$ cat src/rtl/letc_core_mem_arb_pkg.sv
// Shared types for the core memory-port arbiter: address/size types,
// FSM state, transaction owner and the captured request record.
package letc_core_mem_arb_pkg;

    typedef logic [31:0] paddr_t;

    typedef enum logic [1:0] {
        SIZE_BYTE = 2'd0,
        SIZE_HALF = 2'd1,
        SIZE_WORD = 2'd2
    } size_e;

    typedef enum logic [1:0] {
        IDLE = 2'd0,
        REQ  = 2'd1,
        RSP  = 2'd2
    } mem_arb_state_e;

    typedef enum logic {
        OWNER_FETCH = 1'b0,
        OWNER_DATA  = 1'b1
    } mem_owner_e;

    typedef struct packed {
        paddr_t      addr;
        logic        write;
        size_e       size;
        logic [31:0] wdata;
    } mem_req_s;

    // Instruction fetches are always word reads.
    function automatic mem_req_s fetch_req(input paddr_t addr);
        mem_req_s r;
        r.addr  = addr;
        r.write = 1'b0;
        r.size  = SIZE_WORD;
        r.wdata = 32'h0;
        return r;
    endfunction

endpackage

$ cat src/rtl/letc_core_mem_arb_if.sv
// Downstream single-port memory bus: one request channel with valid/ready
// and one response channel (valid only).
interface letc_core_mem_arb_if;
    import letc_core_mem_arb_pkg::*;

    logic        req_valid;
    logic        req_ready;
    paddr_t      req_addr;
    logic        req_write;
    size_e       req_size;
    logic [31:0] req_wdata;
    logic        rsp_valid;
    logic [31:0] rsp_rdata;

    modport master (
        output req_valid, req_addr, req_write, req_size, req_wdata,
        input  req_ready, rsp_valid, rsp_rdata
    );

    modport slave (
        input  req_valid, req_addr, req_write, req_size, req_wdata,
        output req_ready, rsp_valid, rsp_rdata
    );

endinterface

$ cat src/rtl/letc_core_mem_arb_aging.sv
// Two-input priority arbiter: req[1] (data) beats req[0] (fetch) unless
// fetch has lost STARVE_LIMIT consecutive arbitrations. STARVE_LIMIT=0
// gives strict data priority.
module letc_core_mem_arb_aging #(
    parameter int unsigned STARVE_LIMIT = 4
) (
    input  logic       clk,
    input  logic       rst_n,
    input  logic       enable_i,
    input  logic [1:0] req_i,
    output logic [1:0] grant_o
);

    localparam int unsigned CNT_W = (STARVE_LIMIT > 0) ? $clog2(STARVE_LIMIT + 1) : 1;
    localparam logic [CNT_W-1:0] LIMIT = CNT_W'(STARVE_LIMIT);

    logic [CNT_W-1:0] cnt_q, cnt_d;
    logic             starved;
    logic             fetch_wins;

    assign starved    = (STARVE_LIMIT != 0) && (cnt_q == LIMIT);
    assign fetch_wins = req_i[0] && (!req_i[1] || starved);
    assign grant_o    = enable_i ? {req_i[1] & ~fetch_wins, fetch_wins} : 2'b00;

    // Count observed fetch losses (saturating); a fetch grant restarts aging.
    always_comb begin
        cnt_d = cnt_q;
        if (enable_i) begin
            if (grant_o[0]) begin
                cnt_d = '0;
            end else if (req_i[0] && (cnt_q != LIMIT)) begin
                cnt_d = cnt_q + CNT_W'(1);
            end
        end
    end

    // Starve counter register.
    always_ff @(posedge clk or negedge rst_n) begin
        if (!rst_n) begin
            cnt_q <= '0;
        end else begin
            cnt_q <= cnt_d;
        end
    end

endmodule

$ cat src/rtl/letc_core_mem_arb.sv
// Shares one memory port between instruction fetch and data access.
// One transaction outstanding; responses routed to the owning requester;
// a fetch flush drops the fetch response while the bus still completes.
module letc_core_mem_arb
    import letc_core_mem_arb_pkg::*;
#(
    parameter int unsigned STARVE_LIMIT = 4
) (
    input  logic        clk,
    input  logic        rst_n,
    input  logic        if_req_valid_i,
    output logic        if_req_ready_o,
    input  paddr_t      if_req_addr_i,
    input  logic        if_flush_i,
    output logic        if_rsp_valid_o,
    output logic [31:0] if_rsp_rdata_o,
    input  logic        d_req_valid_i,
    output logic        d_req_ready_o,
    input  paddr_t      d_req_addr_i,
    input  logic        d_req_write_i,
    input  size_e       d_req_size_i,
    input  logic [31:0] d_req_wdata_i,
    output logic        d_rsp_valid_o,
    output logic [31:0] d_rsp_rdata_o,
    letc_core_mem_arb_if.master mem
);

    mem_arb_state_e state_q;
    mem_owner_e     owner_q;
    logic           drop_q;
    logic           req_vld_q;
    mem_req_s       req_q;

    logic [1:0]     arb_req;
    logic [1:0]     arb_gnt;
    logic           rsp_hit;
    logic           fetch_rsp;
    logic           data_rsp;

    // A flushed fetch does not compete and is not counted as a loss.
    assign arb_req = {d_req_valid_i, if_req_valid_i & ~if_flush_i};

    letc_core_mem_arb_aging #(
        .STARVE_LIMIT (STARVE_LIMIT)
    ) u_aging (
        .clk      (clk),
        .rst_n    (rst_n),
        .enable_i (state_q == IDLE),
        .req_i    (arb_req),
        .grant_o  (arb_gnt)
    );

    assign if_req_ready_o = arb_gnt[0];
    assign d_req_ready_o  = arb_gnt[1];

    // Responses only count while waiting; a same-cycle flush still kills a fetch response.
    assign rsp_hit   = (state_q == RSP) && mem.rsp_valid;
    assign fetch_rsp = rsp_hit && (owner_q == OWNER_FETCH) && !drop_q && !if_flush_i;
    assign data_rsp  = rsp_hit && (owner_q == OWNER_DATA);

    assign if_rsp_valid_o = fetch_rsp;
    assign if_rsp_rdata_o = fetch_rsp ? mem.rsp_rdata : 32'h0;
    assign d_rsp_valid_o  = data_rsp;
    assign d_rsp_rdata_o  = data_rsp ? mem.rsp_rdata : 32'h0;

    assign mem.req_valid = req_vld_q;
    assign mem.req_addr  = req_q.addr;
    assign mem.req_write = req_q.write;
    assign mem.req_size  = req_q.size;
    assign mem.req_wdata = req_q.wdata;

    // Transaction FSM: capture the granted request, hold it until accepted, await the response.
    always_ff @(posedge clk or negedge rst_n) begin
        if (!rst_n) begin
            state_q   <= IDLE;
            owner_q   <= OWNER_FETCH;
            drop_q    <= 1'b0;
            req_vld_q <= 1'b0;
            req_q     <= '0;
        end else begin
            case (state_q)
                IDLE: begin
                    if (arb_gnt[1]) begin
                        req_q     <= '{addr: d_req_addr_i, write: d_req_write_i,
                                       size: d_req_size_i, wdata: d_req_wdata_i};
                        owner_q   <= OWNER_DATA;
                        drop_q    <= 1'b0;
                        req_vld_q <= 1'b1;
                        state_q   <= REQ;
                    end else if (arb_gnt[0]) begin
                        req_q     <= fetch_req(if_req_addr_i);
                        owner_q   <= OWNER_FETCH;
                        drop_q    <= 1'b0;
                        req_vld_q <= 1'b1;
                        state_q   <= REQ;
                    end
                end
                REQ: begin
                    if (if_flush_i && (owner_q == OWNER_FETCH)) begin
                        drop_q <= 1'b1;
                    end
                    if (mem.req_ready) begin
                        req_vld_q <= 1'b0;
                        state_q   <= RSP;
                    end
                end
                RSP: begin
                    if (mem.rsp_valid) begin
                        drop_q  <= 1'b0;
                        state_q <= IDLE;
                    end else if (if_flush_i && (owner_q == OWNER_FETCH)) begin
                        drop_q <= 1'b1;
                    end
                end
                default: begin
                    req_vld_q <= 1'b0;
                    state_q   <= IDLE;
                end
            endcase
        end
    end

endmodule

$ cat src/flat_wrapper.sv
// flat-port wrapper written by rule: the top's interface ports become plain ports
module letc_core_mem_arb_flat import letc_core_mem_arb_pkg::*;
#(
    parameter int unsigned STARVE_LIMIT = 4
)
  (clk, rst_n, if_req_valid_i, if_req_ready_o, if_req_addr_i, if_flush_i, if_rsp_valid_o, if_rsp_rdata_o, d_req_valid_i, d_req_ready_o, d_req_addr_i, d_req_write_i, d_req_size_i, d_req_wdata_i, d_rsp_valid_o, d_rsp_rdata_o, mem_req_valid, mem_req_addr, mem_req_write, mem_req_size, mem_req_wdata, mem_req_ready, mem_rsp_valid, mem_rsp_rdata);
  letc_core_mem_arb_if mem_i ();
  input  logic clk;
  input  logic rst_n;
  input  logic if_req_valid_i;
  output logic if_req_ready_o;
  input  paddr_t if_req_addr_i;
  input  logic if_flush_i;
  output logic if_rsp_valid_o;
  output logic [31:0] if_rsp_rdata_o;
  input  logic d_req_valid_i;
  output logic d_req_ready_o;
  input  paddr_t d_req_addr_i;
  input  logic d_req_write_i;
  input  size_e d_req_size_i;
  input  logic [31:0] d_req_wdata_i;
  output logic d_rsp_valid_o;
  output logic [31:0] d_rsp_rdata_o;
  output wire logic [$bits(mem_i.req_valid)-1:0] mem_req_valid;
  output wire logic [$bits(mem_i.req_addr)-1:0] mem_req_addr;
  output wire logic [$bits(mem_i.req_write)-1:0] mem_req_write;
  output wire logic [$bits(mem_i.req_size)-1:0] mem_req_size;
  output wire logic [$bits(mem_i.req_wdata)-1:0] mem_req_wdata;
  input wire logic [$bits(mem_i.req_ready)-1:0] mem_req_ready;
  input wire logic [$bits(mem_i.rsp_valid)-1:0] mem_rsp_valid;
  input wire logic [$bits(mem_i.rsp_rdata)-1:0] mem_rsp_rdata;
  assign mem_req_valid = mem_i.req_valid;
  assign mem_req_addr = mem_i.req_addr;
  assign mem_req_write = mem_i.req_write;
  assign mem_req_size = mem_i.req_size;
  assign mem_req_wdata = mem_i.req_wdata;
  assign mem_i.req_ready = mem_req_ready;
  assign mem_i.rsp_valid = mem_rsp_valid;
  assign mem_i.rsp_rdata = mem_rsp_rdata;
  letc_core_mem_arb #(.STARVE_LIMIT(STARVE_LIMIT)) u_core (.clk(clk), .rst_n(rst_n), .if_req_valid_i(if_req_valid_i), .if_req_ready_o(if_req_ready_o), .if_req_addr_i(if_req_addr_i), .if_flush_i(if_flush_i), .if_rsp_valid_o(if_rsp_valid_o), .if_rsp_rdata_o(if_rsp_rdata_o), .d_req_valid_i(d_req_valid_i), .d_req_ready_o(d_req_ready_o), .d_req_addr_i(d_req_addr_i), .d_req_write_i(d_req_write_i), .d_req_size_i(d_req_size_i), .d_req_wdata_i(d_req_wdata_i), .d_rsp_valid_o(d_rsp_valid_o), .d_rsp_rdata_o(d_rsp_rdata_o), .mem(mem_i));
endmodule
$ cat config.mk
export PLATFORM = sky130hd
export DESIGN_NAME = letc_core_mem_arb_flat
export DESIGN_NICKNAME = d
export VERILOG_FILES = /design/src/rtl/letc_core_mem_arb_pkg.sv /design/src/rtl/letc_core_mem_arb_if.sv /design/src/rtl/letc_core_mem_arb_aging.sv /design/src/rtl/letc_core_mem_arb.sv /design/src/flat_wrapper.sv
export SDC_FILE = /design/constraint.sdc
export NUM_CORES = 1
export LEC_CHECK = 0
export BUFFER_PORTS_ARGS = -buffer_cell sky130_fd_sc_hd__buf_2
export CORE_MARGIN = 8
export CORE_UTILIZATION = 38
export DETAILED_ROUTE_END_ITERATION = 10
export GPL_TIMING_DRIVEN = 0
export PLACE_DENSITY = 0.87
export SLEW_MARGIN = 40
export SYNTH_ARGS = -nofsm -noshare
export SYNTH_HDL_FRONTEND = slang
export SYNTH_SLANG_ARGS = --single-unit
$ cat constraint.sdc
create_clock -name clk -period 1.58 [get_ports clk]
set_input_delay 0.237 -clock clk [delete_from_list [all_inputs] [get_ports clk]]
set_output_delay 0.237 -clock clk [all_outputs]
set_load 0.1 [all_outputs]
==> flow_summary.yaml <==
status:
  outcome: "finished, violations left"
  violations: "setup timing"
logic_synthesis:
  synth_ff_type: "dfrtp_1"
  avgSynthCellArea_um2: 10.4
  yosys-top-cells-count: "75 x dfrtp_1, 64 x and2_1, 34 x a22o_1, 34 x o21ai_0, 33 x and3_1"
  ys_ff_latch: 75
  synth.cell_area_um2: 4120
  synth.distinct_cells: 39
  synthMostInstantiatedCell: "dfrtp_1"
  syn-num-nets: 540
  synth_warnings: 0
  netlist.area_leader.share_pct: 45.5
  yosys.area.top_type: "dfrtp_1"
  synth_edf_count: 0
  yosysSeqAreaShare_pct: 45.5
  async_flop_share_pct: 100
  synthCells: 396
  synth.area.top_cells: "dfrtp_1 46%, and2_1 9.7%, a22o_1 7.2%, a221oi_1 6.8%, a2bb2oi_1 6.8%"
routing:
  via_count: 5532
  drc_errors: 0
  routedWlPerCell_um: 30.7
  ant_nets: 0
  avgViaCountPerCell: 6.34
  initialDrtViolationCount: 741
  wl_mm: 26.8
  dr.pass1.iters: 5
die:
  io_pins: 274
  fp-row-count: 38
  die_h_um: 120
  core_um2: 10700
  dieArea_um2: 14400
  start_util_pct: 38.5
  chipWidth_um: 120
power:
  internal_power_mw: 7.89
  vdd_drop_max_v: 0.00224
  pwr-share-comb_pct: 72.8
  p_leak_nw: 3.99
  p_sw_mw: 12.0
  power_frac_seq_pct: 18.1
  power_frac_clock_pct: 9.1
  power_density_nw_per_um2: 2330
  switching_share_pct: 60.3
worst_setup_path:
  startpoint_type: "flip-flop"
  rr_worst_depth: 8
  reg2reg_from: "u_core.u_aging.cnt_q[1]$_DFFE_PN0P_"
  cp.arrival_ns: 2.66
  reg2reg_to: "u_core.mem.req_addr[14]$_DFFE_PN0P_"
  regToRegSetupSlack_ns: -0.86
  cp-end-kind: "flip-flop"
  required_ns: 1.80
  crit_type: "reg2reg"
  cp_max_fo: 10
clock_tree:
  cts_tree: "yes"
  clkLatencyLatePin_ns: 0.37
  clkSlewWorstSetupHoldPaths_ns: 0.11
  cts_sinks: 75
  htreeDepth: 3
  clockBufferDepth: 2
  clockRootBuffer: "clkbuf_8"
  numCtsBuffers: 9
sta:
  clock_skew_ns: 0.0274
  min_period_ns: 2.44
  max_freq_mhz: 410
  slew_headroom_pct: 29.1
  worstMarginPinSlew_ns: 1.05
  final-setup-viol-count: 144
  fin_ws_ns: -0.858
  finalMaxSlewViolations: 0
  min_period_over_period_pct: 154
  hold_viol: 0
  rsz0062_at_grt: "true"
min_path:
  hold_class: "in2reg"
  min_from: "d_req_wdata_i[5]"
  holdPathEnd: "u_core.mem.req_wdata[5]$_DFFE_PN0P_"
  min_path_cells: 2
layout:
  design_area_um2: 8530
  final_core_util_pct: 79.8
  fin_nets: 871
  syn_to_final_growth_pct: 107
  drive_gt1_share_pct: 72.4
global_route:
  grt_pass1_vias: 5393
  antenna_found_initial: 1
  gr-usage-all-layers_pct: 28.1
  grt_max_degree: 46
  gr-total-overflow: 0
  grt_pass1_wl_mm: 31.6
place:
  dp_hpwl_mm: 12.7
  dpl-instance-area_um2: 5960
  dp_slack_ns: -0.736
  gp_congestion: 0.877
  portBuffers: 273
run:
  maxCapViolCount: 0
-- cells in the final DEF (no fill, tap or decap), drive strengths merged, types with 2 or more instances in the layout --
master,instances
a221oi,32
a22o,34
a2bb2oi,32
a311oi,2
and2,64
and3,34
buf,342
bufinv,2
clkbuf,28
dfrtp,75
ha,6
inv,11
nand2,6
nor2,2
nor2b,3
o21ai,37
o32a,4
-- routing by layer --
layer / up-vias / GRT usage [%] / wire [um]
met3: 182 / 6.43 / 2630
met2: 515 / 49.9 / 13000
met5: - / 0 / 0
met1: 2665 / 29.5 / 8950
met4: 0 / 18.1 / 2270
li1: 2170 / - / -
-- worst max-delay path by stage --
stage                                             start                                  end  slack (ns)  depth (start not counted)
finish              u_core.u_aging.cnt_q[1]$_DFFE_PN0P_  u_core.mem.req_addr[14]$_DFFE_PN0P_       -0.86                          8
global route        u_core.u_aging.cnt_q[1]$_DFFE_PN0P_  u_core.mem.req_addr[14]$_DFFE_PN0P_       -0.89                          8
detailed placement        u_core.state_q[0]$_DFFE_PN0P_                   if_rsp_rdata_o[15]       -0.74                          7
CTS                       u_core.state_q[0]$_DFFE_PN0P_                    if_rsp_rdata_o[2]       -0.61                          8
floorplan                 u_core.state_q[1]$_DFFE_PN0P_                       if_req_ready_o       -0.30                          6
global placement          u_core.state_q[0]$_DFFE_PN0P_                   if_rsp_rdata_o[15]       -0.68                          7
-- cells by family (layout without fill, tap and decap cells) --
logic type,count (synthesis),in the layout,synth area share [%]
other,0,1,0
buffers and inverters,51,386,6.43
DFF,75,75,45.5
adders and majority gates,6,6,1.82
muxes,1,1,0.243
AOI/OAI and AO/OA,147,147,28.1
and+or+nand+nor,116,117,17.8
-- flip-flops by register name, indices dropped and copies added, names as in the netlist --
name and cells:
u_core.drop_q 1, u_core.mem.req_addr 32, u_core.mem.req_size 2, u_core.mem.req_valid 1
u_core.mem.req_wdata 32, u_core.mem.req_write 1, u_core.owner_q 1, u_core.state_q 2
u_core.u_aging.cnt_q 3
-- repair_timing --
item,CTS,global route
hold buffers,1,0
pin swaps,31,45
hold endpoints to repair,30,0
setup endpoints to repair,140,143
resized for setup,329,133
cloned,6,6
setup buffers,19,17
-- through the flow --
stage | total power [mW] | setup TNS (ns) | hold WS (ns) | instances
floorplan | 12.6 | -10.31 | -0.0586 | 396
global placement | 14.5 | -54.81 | 0.459 | 809
detailed placement | 14.7 | -46.29 | 0.147 | 810
CTS | 17.3 | -43.01 | 0.0902 | 851
global route | 20.4 | -66.46 | 0.0921 | 873
finish | 19.9 | -60.29 | 0.106 | 873
-- layout make-up --
class / count / area, um^2
Tap cell: 140 / 175
Buffer: 41 / 452
Timing Repair Buffer: 321 / 2900
Clock inverter: 7 / 108
Multi-Input combinational cell: 271 / 2860
Inverter: 8 / 37.5
Fill cell: 560 / 2170
Antenna cell: 1 / 2.50
Clock buffer: 9 / 124
Sequential cell: 75 / 1880
-- critical path: stages (launching register included) --
cell and delay, ns:
dfrtp_1 0.39, inv_1 0.06, ha_2 0.21, and4b_1 0.22
buf_6 0.15, buf_6 0.14, buf_6 0.14, o21ai_0 0.82
a2bb2oi_2 0.16
-- power by group through the flow --
stage / Sequential, mW / Clock [mW] / Combinational, mW
after CTS: 3.36 / 1.77 / 12.2
final: 3.61 / 1.80 / 14.5
after global routing: 3.66 / 1.88 / 14.8
after global placement: 3.36 / 0 / 11.1
after floorplan: 9.23 / 0 / 3.41
after detailed placement: 3.37 / 0 / 11.3
(Power assumes the default switching activity.)
